<file path="src/rtl/opdata_packer.sv">
// Assembles a 3-4 beat draw command into the 74-bit opdata word for the shape splitter.
// A one-entry output register lets the next command assemble while the last one waits downstream.
module opdata_packer #(
  parameter int COLOR_W = 16,
  parameter int POS_W   = 19,
  parameter int OP_W    = 74
) (
  input  logic            clk,
  input  logic            rst,
  input  logic            in_valid,
  output logic            in_ready,
  input  logic [POS_W:0]  in_data,
  output logic            out_valid,
  input  logic            out_ready,
  output logic [OP_W-1:0] opdata,
  output logic [3:0]      out_shape,
  output logic            err,
  output logic [7:0]      cmd_count
);

  localparam logic [3:0] SHAPE_LINE   = 4'd0;
  localparam logic [3:0] SHAPE_TRI    = 4'd1;
  localparam logic [3:0] SHAPE_CIRCLE = 4'd4;

  typedef enum logic [1:0] {IDLE, GET1, GET2, GET3} state_t;

  state_t               state;
  logic [3:0]           shape_p0;
  logic [COLOR_W-1:0]   color_p0;
  logic [POS_W-1:0]     pos1_p0;
  logic [POS_W-1:0]     pos2_p0;

  logic                 final_beat;
  logic                 in_fire;
  logic                 out_fire;
  logic                 load;
  logic [3:0]           beat_shape;
  logic [COLOR_W-1:0]   beat_color;
  logic [POS_W-1:0]     beat_pos;
  logic                 beat_fill;
  logic [OP_W-1:0]      load_word;

  function automatic logic shape_ok(input logic [3:0] code);
    return (code == SHAPE_LINE) || (code == SHAPE_TRI) || (code == SHAPE_CIRCLE);
  endfunction

  function automatic logic [OP_W-1:0] pack_word(
    input logic [COLOR_W-1:0] color,
    input logic [POS_W-1:0]   p1,
    input logic [POS_W-1:0]   p2,
    input logic [POS_W-1:0]   p3,
    input logic               fill
  );
    return {color, p1, p2, p3, fill};
  endfunction

  assign beat_shape = in_data[POS_W -: 4];
  assign beat_color = in_data[COLOR_W-1:0];
  assign beat_pos   = in_data[POS_W-1:0];
  assign beat_fill  = in_data[POS_W];

  // The last beat of a command writes straight into the output register, so it
  // may only be taken when that register is empty or draining this same cycle.
  assign final_beat = (state == GET3) || ((state == GET2) && (shape_p0 != SHAPE_TRI));
  assign in_ready   = !rst && (!final_beat || !out_valid || out_ready);
  assign in_fire    = in_valid && in_ready;
  assign out_fire   = out_valid && out_ready;
  assign load       = in_fire && final_beat;

  assign load_word = (state == GET3)
                   ? pack_word(color_p0, pos1_p0, pos2_p0, beat_pos, beat_fill)
                   : pack_word(color_p0, pos1_p0, beat_pos, '0, 1'b0);

  // Stage p0: beat assembly; output register loads from the final beat
  always_ff @(posedge clk) begin
    if (rst) begin
      state     <= IDLE;
      shape_p0  <= '0;
      color_p0  <= '0;
      pos1_p0   <= '0;
      pos2_p0   <= '0;
      out_valid <= 1'b0;
      opdata    <= '0;
      out_shape <= '0;
      err       <= 1'b0;
      cmd_count <= '0;
    end else begin
      err <= 1'b0;

      if (load) begin
        out_valid <= 1'b1;
        opdata    <= load_word;
        out_shape <= shape_p0;
        cmd_count <= cmd_count + 8'd1;
      end else if (out_fire) begin
        out_valid <= 1'b0;
      end

      if (in_fire) begin
        case (state)
          IDLE: begin
            if (shape_ok(beat_shape)) begin
              shape_p0 <= beat_shape;
              color_p0 <= beat_color;
              state    <= GET1;
            end else begin
              err <= 1'b1;
            end
          end
          GET1: begin
            pos1_p0 <= beat_pos;
            state   <= GET2;
          end
          GET2: begin
            pos2_p0 <= beat_pos;
            state   <= (shape_p0 == SHAPE_TRI) ? GET3 : IDLE;
          end
          GET3: begin
            state <= IDLE;
          end
          default: state <= IDLE;
        endcase
      end
    end
  end

endmodule

</file>
<file path="config.mk">
export PLATFORM = sky130hd
export DESIGN_NAME = opdata_packer
export DESIGN_NICKNAME = d
export VERILOG_FILES = /design/src/rtl/opdata_packer.sv
export SDC_FILE = /design/constraint.sdc
export NUM_CORES = 1
export LEC_CHECK = 0
export ABC_CLOCK_PERIOD_IN_PS = 2900
export CORE_UTILIZATION = 51
export CTS_CLUSTER_DIAMETER = 40
export CTS_CLUSTER_SIZE = 28
export DETAILED_ROUTE_END_ITERATION = 16
export GPL_ROUTABILITY_DRIVEN = 1
export PLACE_DENSITY = 0.82
export SLEW_MARGIN = 20
export SYNTH_ARGS = -nofsm -noshare
export SYNTH_HDL_FRONTEND = slang
export SYNTH_SLANG_ARGS = --single-unit
</file>
<file path="constraint.sdc">
create_clock -name clk -period 2.9 [get_ports clk]
set_clock_uncertainty 0.15 [all_clocks]
set_input_delay 0.435 -clock clk [delete_from_list [all_inputs] [get_ports clk]]
set_output_delay 0.435 -clock clk [all_outputs]
set_load 0.005 [all_outputs]
</file>
==> results.py, run 1 <==
metrics = {
    "timing": {
        "hold_violations": 0,
        "setup_tns_ns": 0,
        "layout_min_cycle_time_ns": 2.563,
        "report.final.setup_viol": 0,
        "fin_crit_sh": 0.8839,
        "rsz0062_at_grt": "false",
        "worstMarginPinSlew_ns": 0.9001,
        "fmax_mhz": 390.1,
        "slew_headroom": 0.3915,
        "maxSlewViolCount": 0,
    },
    "global_routing": {
        "grt-ovfl-total": 0,
        "grt_antenna_before_repair": 0,
        "grt_max_degree": 100,
        "gr-usage-all-layers": 0.2722,
        "grt_first_pass_wirelength_um": 24100,
        "grt_pass1_vias": 5033,
    },
    "die": {
        "placementRows": 37,
        "fp.dieArea_um2": 11200,
        "core-area_um2": 10370,
        "pin_count": 113,
        "initial_core_util": 0.5300,
        "die_x_um": 105.8,
        "die_height_um": 105.8,
    },
    "worst_setup_path": {
        "cp-start-kind": "flop",
        "critPathRequiredTime_ns": 2.32,
        "critPathKind": "reg2out",
        "slowest_delay_ns": 0.57,
        "cp_slowest_cell": "or4b_4",
        "endpoint_kind": "output port",
        "critPathMaxFanout": 4,
        "arrival_ns": 1.98,
        "path_cells": "or4b_4 > nor2_4 > nor2_1 > a21oi_1 > dlymetal6s2s_1",
    },
    "clock_tree": {
        "clk_latency_ns": 0.53,
        "cts_tree": "done",
        "clkSlewWorstSetupHoldPaths_ns": 0.06,
        "cts.sinks": 148,
        "cts.htree.levels": 4,
        "root_buffer": "clkbuf_8",
        "cts_buffers": 17,
        "clock_path_buffers": 2,
    },
    "detailed_routing": {
        "first_pass_iters": 5,
        "drtAntennaViolNets": 0,
        "drt-total-wl_um": 14680,
        "route.detailed.drc": 0,
        "vias_per_cell": 5.605,
        "drt_iter0_markers": 391,
        "vias": 5246,
        "post_drt_wl_per_cell_um": 15.68,
    },
    "yosys": {
        "synth_area_um2": 5497,
        "synth_edf_count": 0,
        "synth_top_family_by_area": "simple AND/OR/NAND/NOR gates",
        "ys_seq_area_frac": 0.5390,
        "synth_common_cells": "nand2_1 (252), dfxtp_1 (148), a21oi_1 (124)",
        "synth.area.top_cells": "dfxtp_1 (54%), nand2_1 (17%), a21oi_1 (11%)",
        "synth_seq_cells": 148,
        "async_flop_share": 0,
        "synth_compound_area_frac": 0.1714,
        "synthMuxAreaShare": 0.002049,
        "syn_nets": 714,
        "synthCells": 689,
        "synth_cell_types": 39,
        "synth-simple-area-share": 0.2440,
        "post-synth-top-area-cell": "dfxtp_1",
        "synth.most_common_cell": "nand2_1",
        "synth_top_area_frac": 0.5390,
        "synth-main-ff-cell": "dfxtp_1",
        "syn_avg_cell_area_um2": 7.978,
        "ys_warn_count": 0,
        "synth_fa_ha_area_frac": 0.002276,
        "synth_xor_area_frac": 0.001593,
    },
    "finish": {
        "multiInputGateArea_um2": 2341,
        "area_delta_synth_final_pct": 34.05,
        "layout-drive-gt1-share": 0.07375,
        "nets": 812,
        "n_antenna_cell": 0,
        "final-seq-area_um2": 2963,
        "final_area_um2": 7368,
        "fillCellCount": 824,
    },
    "power": {
        "vdd_drop_max_mv": 0.3080,
        "powerDensity_nw_per_um2": 602.1,
        "finalPower_mw": 4.437,
        "leakage_nw": 2.388,
    },
    "job": {
        "maxCapViolCount": 0,
    },
    "place": {
        "dpl_cell_area_um2": 6725,
        "io_buffers": 112,
        "dp_hpwl_um": 9343,
        "gp_congestion": 0.8233,
    },
    "worst_hold_path": {
        "holdCritPathClass": "reg2reg",
    },
    "status": {
        "status": "complete, no violations",
    },
}
[through the flow]
| stage | worst slack [ns] | util | std cells | hold WS (ns) |
|---|---|---|---|---|
| final | 0.3366 | 0.7105 | 936 | 0.3041 |
| after global routing | 0.1740 | 0.7105 | 936 | 0.3183 |
| after CTS | 0.01184 | 0.7098 | 936 | 0.3050 |
| after detailed placement | 0.1757 | 0.6485 | 902 | 0.2965 |
| after global placement | 0.3248 | 0.6485 | 902 | 0.2876 |
| after floorplan | 0.7625 | - | 689 | 0.2821 |
[power breakdown]
part | leakage [nW] | total, mW | switching [mW] | internal [mW]
combinational | 0.895 | 0.145 | 0.0923 | 0.0530
sequential | 1.19 | 2.05 | 0.00797 | 2.04
clock | 0.301 | 2.24 | 0.816 | 1.42
[registers in the layout, summed over array words and instances, names as in the netlist]
register,flops
pos1_p0,19
color_p0,16
cmd_count,8
state,2
pos2_p0,19
opdata,74
shape_p0,4
err,1
out_valid,1
out_shape,4
[cells in the final DEF, fill, tap and decap left out, types with 3 or more instances in the layout]
| cell type | synthesis | final |
|---|---|---|
| a21oi_1 | 124 | 124 |
| a311oi_1 | 20 | 20 |
| buf_4 | 0 | 17 |
| bufinv_16 | 0 | 3 |
| clkbuf_16 | 0 | 16 |
| clkbuf_8 | 0 | 6 |
| clkdlybuf4s50_1 | 0 | 110 |
| clkinv_2 | 0 | 3 |
| dfxtp_1 | 148 | 148 |
| nand2_1 | 252 | 252 |
| nand3_1 | 27 | 27 |
| nor2_1 | 24 | 22 |
| nor2b_1 | 3 | 3 |
| o21ai_0 | 4 | 4 |
| or3_1 | 4 | 4 |
[repair_timing]
item,in CTS,in global routing
endpoints found under the setup margin,1,1
hold endpoints to repair,2,0
resized for setup,2,2
setup buffers,1,0
hold buffers,1,0
pin swaps,2,1
[area by class of cell]
cell class	instances	share of cell area
sequential	148	0.4021
inverter	3	0.001528
clock buffer	24	0.06656
multi-input combinational	487	0.3177
timing repair buffer	130	0.1725
clock inverter	8	0.01647
tap	136	0.02309
[cells by family (layout without fill, tap and decap cells)]
| kind of cell | count (synthesis) | count (layout) |
|---|---|---|
| adder cells (fa/ha/maj) | 1 | 1 |
| XOR/XNOR | 1 | 1 |
| multiplexers | 1 | 1 |
| AND/OR/NAND/NOR | 326 | 326 |
| buffers and inverters | 54 | 165 |
| AO/OA/AOI/OAI | 158 | 158 |
| flip-flops | 148 | 148 |
[metal layers]
| metal | up-vias | GRT usage | share of wire |
|---|---|---|---|
| met5 | - | 0 | 0 |
| met4 | 0 | 0.09325 | 0.016 |
| met3 | 27 | 0.07792 | 0.078 |
| met2 | 208 | 0.4603 | 0.50 |
| met1 | 2504 | 0.3307 | 0.40 |
| li1 | 2507 | - | - |
[worst max-delay path: cells and delay by family, from the launching register on]
family | cells | cell delay, ns
buffers and inverters | 1 | 0.15
and+or+nand+nor | 3 | 0.77
AOI/OAI and AO/OA | 1 | 0.20
DFF | 1 | 0.33
[final timing paths]
| path | from | end | slack, ns | depth (start not counted) |
|---|---|---|---|---|
| max | shape_p0[2] | in_ready | 0.34 | 5 |
| min | opdata[64] | opdata[64] | 0.30 | 2 |
| max reg2reg | state[0] | opdata[37] | 0.36 | 5 |
| min reg2reg | opdata[64] | opdata[64] | 0.30 | 2 |
No activity file was read; power rests on OpenSTA's default activity.
==> inputs of run 2 (changes only) <==
--- a/config.mk
+++ b/config.mk
@@ -12,6 +12,7 @@
 export DETAILED_ROUTE_END_ITERATION = 16
 export GPL_ROUTABILITY_DRIVEN = 1
 export PLACE_DENSITY = 0.82
+export SETUP_SLACK_MARGIN = 0.05
 export SLEW_MARGIN = 20
 export SYNTH_ARGS = -nofsm -noshare
 export SYNTH_HDL_FRONTEND = slang
==> run 2 against run 1 <==
Against the previous run:
- critical path depth unchanged
- setup slack lost 0.070 ns
- non-clock buffer count did not move
- first-iteration DRC count rose by 13%
- count of clock-buffer cells in the layout unchanged
- final cell count is the same
- fmax is 2.6% lower
- clock power about the same
- sequential cell count unchanged
- cell area decreased by 0.12%
- via count rose by 0.15%
- hold slack about the same
==> results.py, run 2 (same netlist as run 1, synthesis figures left out) <==
metrics = {
    "status": {
        "status": "complete, no violations",
    },
    "global_routing": {
        "grt_first_pass_wirelength_um": 24010,
        "gr-usage-all-layers": 0.2713,
        "grt-ovfl-total": 0,
        "grt_max_degree": 100,
        "grt_pass1_vias": 4993,
        "grt_antenna_before_repair": 0,
    },
    "finish": {
        "area_delta_synth_final_pct": 33.89,
        "largest_reg_flops": 74,
        "nets": 812,
        "reg_top3": "opdata (74), pos1_p0 (19), pos2_p0 (19)",
        "layout-drive-gt1-share": 0.07375,
        "fillCellCount": 824,
        "mostFrequentLayoutCells": "nand2_1 (252), dfxtp_1 (148), a21oi_1 (124), clkdlybuf4s50_1 (110), nand3_1 (27)",
        "layout_commonest_cell": "nand2_1",
        "top_register": "opdata",
        "n_antenna_cell": 0,
    },
    "detailed_routing": {
        "drt_iter0_markers": 441,
        "vias": 5254,
        "drt-total-wl_um": 14650,
        "route.detailed.drc": 0,
        "drtAntennaViolNets": 0,
        "first_pass_iters": 6,
        "post_drt_wl_per_cell_um": 15.65,
        "vias_per_cell": 5.613,
    },
    "timing": {
        "rsz0062_at_grt": "false",
        "maxSlewViolCount": 0,
        "fin_crit_sh": 0.9080,
        "fmax_mhz": 379.8,
        "hold_violations": 0,
        "layout_min_cycle_time_ns": 2.633,
        "setup_tns_ns": 0,
        "report.final.setup_viol": 0,
        "worstMarginPinSlew_ns": 0.8469,
        "slew_headroom": 0.4275,
    },
    "die": {
        "core-area_um2": 10370,
        "placementRows": 37,
        "initial_core_util": 0.5300,
        "die_x_um": 105.8,
        "die_height_um": 105.8,
        "pin_count": 113,
        "fp.dieArea_um2": 11200,
    },
    "job": {
        "maxCapViolCount": 0,
    },
    "power": {
        "leakage_nw": 2.380,
        "vdd_drop_max_mv": 0.3050,
        "powerDensity_nw_per_um2": 602.3,
        "finalPower_mw": 4.433,
    },
    "worst_setup_path": {
        "endpoint_kind": "output port",
        "slowest_delay_ns": 0.56,
        "critPathKind": "reg2out",
        "arrival_ns": 2.05,
        "r2r_start": "state[0]",
        "cp_top_family": "simple AND/OR/NAND/NOR gates",
        "crit_buf_inv": 1,
        "path_cells": "or4b_4 > nor2_2 > nor2_1 > a21oi_1 > dlygate4sd2_1",
        "critPathRequiredTime_ns": 2.32,
        "worstSetupStartpoint": "shape_p0[2]",
        "cp-start-kind": "flop",
        "cp_slowest_cell": "or4b_4",
        "critPathMaxFanout": 4,
    },
    "clock_tree": {
        "clkSlewWorstSetupHoldPaths_ns": 0.06,
        "clk_latency_ns": 0.52,
        "cts.sinks": 148,
        "cts.htree.levels": 4,
        "root_buffer": "clkbuf_8",
        "clock_path_buffers": 2,
        "cts_buffers": 17,
        "cts_tree": "done",
    },
    "worst_hold_path": {
        "hold_path_startpoint": "opdata[64]",
        "holdCritPathClass": "reg2reg",
    },
    "place": {
        "io_buffers": 112,
        "gp_congestion": 0.8233,
        "dp_hpwl_um": 9343,
    },
}
[run 2: changes by cell type in the layout (fill, tap and decap cells not counted)]
cell	delta
dlymetal6s2s_1	-1
nor2_2	+1
dlygate4sd2_1	+1
nor2_4	-1
[run 2: layer usage]
layer  vias up  GRT usage  routed length, um
met3        23    0.07669               1181
met2       230     0.4627               7448
li1       2508          -                  -
met1      2493     0.3285               5790
met4         0    0.08929                229
met5         -          0                  0
[run 2: final cells by class]
| cell class | count | area, um^2 | share of cell area |
|---|---|---|---|
| clock buffers | 24 | 490.5 | 0.06664 |
| flip-flops and latches | 148 | 2963 | 0.4026 |
| inverters | 3 | 11.26 | 0.001530 |
| well taps | 136 | 170.2 | 0.02312 |
| repair buffers | 130 | 1267 | 0.1722 |
| multi-input cells | 487 | 2336 | 0.3174 |
| clock inverters | 8 | 121.4 | 0.01649 |
[run 2: metrics by stage]
step	hold WS [ns]	cells	instance area, um^2	util	worst slack (ns)
global placement	0.2876	902	6725	0.6485	0.3248
detailed placement	0.2965	902	6725	0.6485	0.1757
finish	0.3039	936	7360	0.7097	0.2669
CTS	0.3050	936	7360	0.7097	0.2910
global route	0.3183	936	7360	0.7097	0.2043
floorplan	0.2821	689	5497	-	0.7625
[run 2: what timing repair did]
item,CTS,global route
buffers inserted,1,0
endpoints found under the setup margin,1,0
endpoints found under the hold margin,2,0
hold buffers,1,0
resized for setup,3,0
[run 2: tightest hold or removal path: stages (launching register included)]
cell,delay [ns]
dfxtp_1,0.31
nand2_1,0.05
a21oi_1,0.05
[run 2: path summary, 6_finish.rpt]
check,end,slack [ns],depth (start not counted)
max,in_ready,0.27,5
min,opdata[64],0.30,2
max reg2reg,opdata[28],0.41,5
min reg2reg,opdata[64],0.30,2
[run 2: power by group]
| part | switching, mW | internal [mW] | leakage, nW |
|---|---|---|---|
| Combinational | 0.0915 | 0.0527 | 0.886 |
| Clock | 0.814 | 1.42 | 0.301 |
| Sequential | 0.00785 | 2.04 | 1.19 |
| Total | 0.913 | 3.52 | 2.38 |
